$ cat config.mk
export PLATFORM = sky130hd
export DESIGN_NAME = ram_rx_arbiter
export DESIGN_NICKNAME = d
export VERILOG_FILES = /design/src/rtl/ram_rx_arbiter.sv
export SDC_FILE = /design/constraint.sdc
export NUM_CORES = 1
export LEC_CHECK = 0
export CAP_MARGIN = 5
export CORE_MARGIN = 2
export CORE_UTILIZATION = 39
export DETAILED_ROUTE_END_ITERATION = 12
export HOLD_SLACK_MARGIN = 0.12
export PLACE_DENSITY = 0.86
export SYNTH_ARGS = -nofsm -noshare
export SYNTH_HDL_FRONTEND = slang
export SYNTH_SLANG_ARGS = --single-unit
$ cat constraint.sdc
create_clock -name clk -period 2.95 [get_ports clk]
set_input_delay 0.295 -clock clk [delete_from_list [all_inputs] [get_ports clk]]
set_output_delay 0.295 -clock clk [all_outputs]
set_load 0.05 [all_outputs]
$ cat src/rtl/ram_rx_arbiter.sv
`default_nettype none
// +--------------------------------------------------------------------------+
// | ram_rx_arbiter: shares the data-RAM port between CPU and a UART RX ring   |
// | Revision: 1.0                                                            |
// +--------------------------------------------------------------------------+
module ram_rx_arbiter #(
  parameter logic [31:0] BUF_BASE   = 32'h1200,
  parameter int          BUF_WORDS  = 64,
  parameter int          STARVE_MAX = 4,
  parameter logic [31:0] CTRL_ADDR  = 32'h11FC
) (
  input  logic                         clk,
  input  logic                         rst,
  input  logic                         cpu_req,
  input  logic                         cpu_we,
  input  logic [31:0]                  cpu_addr,
  input  logic [31:0]                  cpu_wdata,
  output logic                         cpu_gnt,
  output logic [31:0]                  cpu_rdata,
  input  logic                         rx_valid,
  input  logic [7:0]                   rx_byte,
  output logic                         rx_ready,
  output logic                         ram_we,
  output logic [31:0]                  ram_addr,
  output logic [31:0]                  ram_wdata,
  input  logic [31:0]                  ram_rdata,
  output logic [$clog2(BUF_WORDS)-1:0] wr_ptr,
  output logic                         wrapped
);

  localparam int                   c_ptr_w      = $clog2(BUF_WORDS);
  localparam int                   c_starve_w   = $clog2(STARVE_MAX + 1);
  localparam logic [c_ptr_w-1:0]   c_ptr_last   = c_ptr_w'(BUF_WORDS - 1);
  localparam logic [c_ptr_w-1:0]   c_ptr_one    = c_ptr_w'(1);
  localparam logic [c_starve_w-1:0] c_starve_max = c_starve_w'(STARVE_MAX);
  localparam logic [c_starve_w-1:0] c_starve_one = c_starve_w'(1);

  logic [1:0]            r_byte_cnt;
  logic [23:0]           r_shift;
  logic [31:0]           r_pend_word;
  logic                  r_pending;
  logic [c_starve_w-1:0] r_starve;
  logic [c_ptr_w-1:0]    r_wr_ptr;
  logic                  r_wrapped;

  logic       w_starved;
  logic       w_cpu_own;
  logic       w_rx_grant;
  logic       w_ctrl_hit;
  logic       w_ctrl_clr;
  logic       w_accept;
  logic       w_last_byte;
  logic [7:0] w_ptr8;

  // Starvation only bites when an RX word is actually waiting.
  assign w_starved   = r_pending && (r_starve == c_starve_max);
  assign w_cpu_own   = rst && cpu_req && !w_starved;
  assign w_rx_grant  = rst && !w_cpu_own && r_pending;
  assign w_ctrl_hit  = (cpu_addr == CTRL_ADDR);
  assign w_ctrl_clr  = w_cpu_own && cpu_we && w_ctrl_hit;
  assign w_last_byte = (r_byte_cnt == 2'd3);
  assign w_ptr8      = 8'(r_wr_ptr);

  // The completing byte may only enter when the pending slot is free or draining now.
  assign rx_ready = rst && !(r_pending && w_last_byte && !w_rx_grant);
  assign w_accept = rx_valid && rx_ready;

  assign wr_ptr  = r_wr_ptr;
  assign wrapped = r_wrapped;

  always_ff @(posedge clk or negedge rst) begin
    if (!rst) begin
      r_byte_cnt  <= 2'd0;
      r_shift     <= 24'd0;
      r_pend_word <= 32'd0;
    end else if (w_accept) begin
      if (w_last_byte) begin
        r_pend_word <= {rx_byte, r_shift};
        r_byte_cnt  <= 2'd0;
      end else begin
        r_byte_cnt <= r_byte_cnt + 2'd1;
        case (r_byte_cnt)
          2'd0:    r_shift[7:0]   <= rx_byte;
          2'd1:    r_shift[15:8]  <= rx_byte;
          default: r_shift[23:16] <= rx_byte;
        endcase
      end
    end
  end

  always_ff @(posedge clk or negedge rst) begin
    if (!rst) begin
      r_pending <= 1'b0;
      r_starve  <= '0;
    end else begin
      if (w_accept && w_last_byte) begin
        r_pending <= 1'b1;
      end else if (w_rx_grant) begin
        r_pending <= 1'b0;
      end

      if (w_rx_grant || !r_pending) begin
        r_starve <= '0;
      end else if (w_cpu_own) begin
        r_starve <= r_starve + c_starve_one;
      end
    end
  end

  // CTRL clear and RX write are exclusive because only one owner exists per cycle.
  always_ff @(posedge clk or negedge rst) begin
    if (!rst) begin
      r_wr_ptr  <= '0;
      r_wrapped <= 1'b0;
    end else if (w_ctrl_clr) begin
      r_wr_ptr  <= '0;
      r_wrapped <= 1'b0;
    end else if (w_rx_grant) begin
      if (r_wr_ptr == c_ptr_last) begin
        r_wr_ptr  <= '0;
        r_wrapped <= 1'b1;
      end else begin
        r_wr_ptr <= r_wr_ptr + c_ptr_one;
      end
    end
  end

  always_comb begin
    cpu_gnt   = 1'b0;
    cpu_rdata = 32'd0;
    ram_we    = 1'b0;
    ram_addr  = 32'd0;
    ram_wdata = 32'd0;
    if (w_cpu_own) begin
      cpu_gnt   = 1'b1;
      ram_addr  = cpu_addr;
      ram_wdata = cpu_wdata;
      ram_we    = cpu_we && !w_ctrl_hit;
      cpu_rdata = w_ctrl_hit ? {r_wrapped, 23'd0, w_ptr8} : ram_rdata;
    end else if (w_rx_grant) begin
      ram_we    = 1'b1;
      ram_addr  = BUF_BASE + 32'({r_wr_ptr, 2'b00});
      ram_wdata = r_pend_word;
    end
  end

endmodule
`default_nettype wire

==> results of run 1 <==
==> flip-flops by register name (all words and copies together), names as in the netlist <==
register,count
r_byte_cnt,2
r_pend_word,32
r_pending,1
r_shift,24
r_starve,3
wr_ptr,6
wrapped,1
==> per-layer routing <==
layer	share of wire, %	vias up
met5	0	-
met4	2.3	0
met3	8.6	26
met2	53	201
met1	36	1789
li1	-	1655
==> cell usage in the layout, fill, tap and decap left out, types with 5 or more instances in the layout <==
cell,instances
buf_4,8
nand3_1,9
clkdlybuf4s50_1,114
nor3_1,6
a21oi_1,8
ha_1,7
clkbuf_8,9
nand2_1,13
inv_1,5
and2_1,50
a22o_1,37
mux2_2,56
xnor2_1,5
o21ai_0,11
buf_12,100
nor4_1,5
dfrtp_1,69
==> final cells by class <==
cell class / count / area [um2] / area share [%]
repair buffers: 224 / 3220 / 44.2
clock inverters: 6 / 71.3 / 0.979
clock buffers: 10 / 128 / 1.75
multi-input cells: 243 / 1960 / 26.9
flip-flops and latches: 69 / 1730 / 23.7
well taps: 129 / 161 / 2.21
inverters: 6 / 25.0 / 0.343
==> cell families after synthesis <==
| family | count (synthesis) | share of synthesized area, % |
|---|---|---|
| mux | 57 | 17.0 |
| xor+xnor | 6 | 1.39 |
| simple gates | 106 | 17.0 |
| flops | 69 | 45.8 |
| fa+ha+maj | 7 | 2.32 |
| compound gates | 67 | 13.5 |
| buf+inv | 27 | 2.99 |
==> stage by stage <==
stage               utilization [%]  hold WS [ns]  area [um2]  setup WS, ns
floorplan                         -     -0.000591        3770         0.186
global placement               75.5         0.295        7040         0.103
detailed placement             75.5         0.311        7040        0.0897
CTS                            77.7         0.496        7250       0.00784
global route                   78.1         0.537        7290       -0.0125
finish                         78.1         0.514        7290         0.109
==> worst max-delay path: cells and delay by family <==
kind,cells,cell delay (ns)
compound gates,1,0.28
buf+inv,3,0.82
simple gates,3,1.14
==> power groups by stage <==
stage / combinational [uW] / clock, uW / sequential (uW)
floorplan: 803 / 0 / 1560
detailed placement: 1480 / 0 / 1630
finish: 1480 / 781 / 1640
global route: 1570 / 834 / 1690
CTS: 1490 / 793 / 1630
global placement: 1410 / 0 / 1600
==> path summary, 6_finish.rpt <==
path / start / end / slack (ns)
setup / recovery: cpu_addr[11] / cpu_rdata[5] / 0.11
hold / removal: r_shift[23] / r_shift[23] / 0.51
min in group asynchronous: rst / r_pending / 0.52
hold reg to reg: r_shift[23] / r_shift[23] / 0.51
max in group asynchronous: rst / r_shift[16] / 1.73
setup reg to reg: r_starve[0] / r_pend_word[7] / 0.38
==> repair_timing <==
action | CTS | global route
setup endpoints to repair | 0 | 53
endpoints found under the hold margin | 11 | 0
resized for setup | 0 | 4
hold buffers | 1 | 0
buffers inserted | 0 | 3
==> impl_metrics.py, run 1 <==
metrics = {
    "run_status": {
        "status": "completed",
    },
    "placement": {
        "dp_cells": 667,
        "gp_congestion": 0.779,
        "port_buffers": 214,
        "dpl.hpwl_mm": 10.7,
    },
    "pwr": {
        "ir_drop_mv": 0.391,
        "power_density_nw_per_um2": 535,
        "p_comb_share_pct": 37.9,
        "pwr-share-seq_pct": 42.1,
        "power_uw": 3900,
        "power.share.clock_pct": 20.0,
        "p_switching_uw": 1360,
        "swShare_pct": 34.8,
        "p_leak_uw": 0.00305,
        "internal_power_uw": 2540,
    },
    "floorplanning": {
        "core_region_area_um2": 9330,
        "rows": 35,
        "initial_core_util_pct": 40.4,
        "dieArea_um2": 10500,
        "fp.dieH_um": 102,
        "die_x_um": 102,
        "ios": 215,
    },
    "grt": {
        "antenna_found_initial": 0,
        "grt_pass1_vias": 3878,
        "grt_usage_pct": 26.7,
        "grt_max_degree": 61,
        "busiest_layer": "met2",
        "grtUsageMet3_pct": 7.93,
        "grt.met1_usage_pct": 29.9,
        "grt_pass1_wl_mm": 20.8,
        "grtUsageMet2_pct": 47.6,
        "grt_overflow_total": 0,
    },
    "cts": {
        "cts_tree": "built",
        "ctsLongestPathBuffers": 2,
        "numCtsBuffers": 9,
        "clock_latency_ns": 0.35,
        "ctsRootBufferMaster": "clkbuf_8",
        "cts_max_level": 3,
        "clk_pin_slew_ns": 0.07,
        "clock-sinks": 69,
    },
    "synth": {
        "synth.area.top_cells": "dfrtp_1 46%, mux2_2 17%, a22o_1 8.6%",
        "yosysSeqAreaShare_pct": 45.8,
        "yosysTopAreaCell": "dfrtp_1",
        "yosysMostFrequentCell": "dfrtp_1",
        "yosysTopAreaCellShare_pct": 45.8,
        "syn-cell-area_um2": 3770,
        "synth_area_per_cell_um2": 11.1,
        "synth-seq-cells": 69,
        "synth_commonest_cells": "69 x dfrtp_1, 56 x mux2_2, 50 x and2_1",
        "async_flop_share_pct": 100,
        "yosys_warnings": 0,
        "syn-num-nets": 455,
        "synth_flop_cell": "dfrtp_1",
        "synth_cells": 339,
        "synth_edf_count": 0,
        "synth.distinct_cells": 41,
    },
    "hold_path": {
        "hold_depth": 1,
        "hold_path_class": "flip-flop to flip-flop",
    },
    "worst_setup_path": {
        "crit_required_ns": 2.65,
        "crit_type": "input port to output port",
        "reg2reg_depth": 8,
        "cpPeakStageDelay_ns": 0.63,
        "arrival_ns": 2.55,
        "end_kind": "output port",
        "cp-start-kind": "input port",
        "crit_fanout": 5,
        "critical_path.cell_chain": "clkdlybuf4s50_1 > or4b_1 > nor4_4 > buf_4 > nand3_1 > a21oi_1 > buf_12",
        "cp_slowest_cell": "or4b_1",
    },
    "routing": {
        "post-route-drc-count": 0,
        "viasPerCell": 5.34,
        "first_pass_iters": 4,
        "drt_iter0_markers": 132,
        "vias": 3671,
        "routed_wire_length_per_instance_um": 20.1,
        "routed_wl_mm": 13.8,
        "drtAntennaViolNets": 0,
    },
    "layout": {
        "final_nets": 669,
        "diodes": 0,
        "drive_above_1_share_pct": 33.7,
        "n_fill_cell": 574,
        "instances_no_fill": 687,
        "area_growth_pct": 93.3,
    },
    "sta": {
        "setup_viol": 0,
        "finalSetupTns_ns": 0,
        "relSlewSlack_pct": 29.4,
        "tightest_slew_ns": 1.06,
        "slew_violations": 0,
        "hold_violations": 0,
        "fin_skew_ns": 0.00678,
        "min_period_over_period_pct": 96.3,
        "min_period_ns": 2.84,
        "fmax_mhz": 352,
    },
    "flow_run": {
        "drv_cap": 0,
    },
}
(Power assumes the default switching activity.)
==> inputs of run 2 (changes only) <==
- REMOVE_ABC_BUFFERS: default -> 1
==> run 2 against run 1 <==
- the flow now finishes with violations (negative setup slack)
- first-iteration DRC count rose by 26%
- clock skew increased by 0.0040 ns
- global-route usage decreased by 0.43 points
- sequential cell count unchanged
- clock power fell by 2%
- largest power group unchanged
==> impl_metrics.py, run 2 (synthesized netlist as in run 1, its figures left out) <==
metrics = {
    "placement": {
        "dpl.hpwl_mm": 10.9,
        "place_ws_ns": 0.0755,
        "gp_congestion": 0.979,
        "port_buffers": 214,
    },
    "layout": {
        "utilization_pct": 77.9,
        "largest_reg_flops": 32,
        "final_nets": 667,
        "diodes": 0,
        "final_cell_mix": "114 x clkdlybuf4s50_1, 99 x buf_12, 69 x dfrtp_1, 56 x mux2_2, 50 x and2_1",
        "drive_above_1_share_pct": 33.5,
        "final_common_cell": "clkdlybuf4s50_1",
        "regMostFlops": "r_pend_word",
        "area_growth_pct": 92.6,
        "n_fill_cell": 571,
    },
    "sta": {
        "tightest_slew_ns": 0.809,
        "hold_violations": 0,
        "final.setup.worst_slack_ns": -0.0384,
        "rsz0062_at_grt": "true",
        "finalHoldWorstSlack_ns": 0.326,
        "relSlewSlack_pct": 46.0,
        "finalSetupTns_ns": -0.0384,
        "slew_violations": 0,
        "fmax_mhz": 335,
        "min_period_ns": 2.99,
        "min_period_over_period_pct": 101,
        "setup_viol": 1,
        "fin_skew_ns": 0.0108,
    },
    "cts": {
        "cts_max_level": 3,
        "clk_pin_slew_ns": 0.08,
        "cts_tree": "built",
        "ctsRootBufferMaster": "clkbuf_8",
        "post-cts-setup-buffers": 0,
        "ctsLongestPathBuffers": 2,
        "numCtsBuffers": 9,
        "clock_latency_ns": 0.35,
        "clock-sinks": 69,
    },
    "routing": {
        "drtAntennaViolNets": 0,
        "dr_wl_met3_mm": 1.26,
        "viasPerCell": 5.36,
        "drt_iter0_markers": 166,
        "top_layer": "met4",
        "routed_wl_mm": 14.1,
        "post-route-drc-count": 0,
        "vias": 3671,
        "wl_met2_mm": 7.33,
        "first_pass_iters": 4,
        "routedLengthMet1_mm": 4.79,
        "routed_wire_length_per_instance_um": 20.5,
    },
    "worst_setup_path": {
        "reg2reg_slack_ns": 0.43,
        "arrival_ns": 2.69,
        "crit_type": "input port to output port",
        "end_kind": "output port",
        "cp-start-kind": "input port",
        "crit_required_ns": 2.65,
        "rr_endpoint": "r_pend_word[8]",
        "crit_fanout": 7,
        "reg2reg_from": "r_starve[0]",
        "reg2reg_depth": 8,
    },
    "run_status": {
        "violations": "negative setup slack",
        "status": "complete, but fails checks",
    },
    "pwr": {
        "p_leak_uw": 0.00304,
        "ir_drop_mv": 0.393,
        "power_density_nw_per_um2": 529,
    },
    "grt": {
        "grt_overflow_total": 0,
        "grt_pass1_wl_mm": 20.7,
        "antenna_found_initial": 0,
        "grt_pass1_vias": 3882,
        "grt_max_degree": 48,
        "grt_usage_pct": 26.2,
    },
    "floorplanning": {
        "rows": 35,
        "core_region_area_um2": 9330,
        "fp.dieH_um": 102,
        "initial_core_util_pct": 40.4,
        "dieArea_um2": 10500,
        "ios": 215,
        "die_x_um": 102,
    },
    "flow_run": {
        "drv_cap": 0,
    },
    "hold_path": {
        "hold_path_class": "input port to asynchronous set/reset pin",
    },
}
==> run 2: layout make-up <==
cell class	instances	area [um2]	share of cell area, %
inverters	6	22.5	0.310
well taps	129	161	2.22
flip-flops and latches	69	1730	23.8
clock inverters	7	73.8	1.02
multi-input cells	244	1960	27.1
repair buffers	221	3190	43.9
clock buffers	9	124	1.71
==> run 2: how the worst max path moves through the flow <==
| stage | to | startpoint | slack [ns] |
|---|---|---|---|
| after floorplan | r_pend_word[0] | r_starve[0] | -0.08 |
| after global placement | cpu_rdata[5] | cpu_addr[11] | 0.23 |
| after detailed placement | cpu_rdata[5] | cpu_addr[11] | 0.08 |
| after CTS | cpu_rdata[7] | rst | 0.02 |
| after global routing | cpu_rdata[5] | cpu_addr[2] | -0.07 |
| final | cpu_rdata[5] | cpu_addr[2] | -0.04 |
==> run 2: layer usage <==
layer,up-vias,track usage (%)
li1,1654,-
met1,1782,27.4
met2,187,46.7
met3,48,9.44
met4,0,12.8
met5,-,0
==> run 2: critical path, stage by stage <==
cell             delay, ns
clkdlybuf4s50_1       0.52
or4bb_1               0.59
nor4_4                0.43
buf_4                 0.23
nand3_1               0.12
a21oi_1               0.32
buf_12                0.18
==> run 2: through the flow <==
step | cell area, um2 | instances | total power (uW)
after floorplan | 3680 | 318 | 2360
after global placement | 7030 | 667 | 3000
after detailed placement | 7030 | 667 | 3080
after CTS | 7240 | 684 | 3870
after global routing | 7260 | 685 | 4040
final | 7260 | 685 | 3840
==> run 2: report_power, final <==
| group | leakage (uW) | internal, uW | switching (uW) |
|---|---|---|---|
| sequential | 0.000865 | 1350 | 258 |
| combinational | 0.00208 | 798 | 675 |
| clock | 0.000100 | 394 | 370 |
| total | 0.00304 | 2540 | 1300 |
==> run 2: what timing repair did <==
action,CTS,global route
hold buffers,1,0
endpoints found under the hold margin,22,0
setup endpoints to repair,0,59
resized for setup,0,3
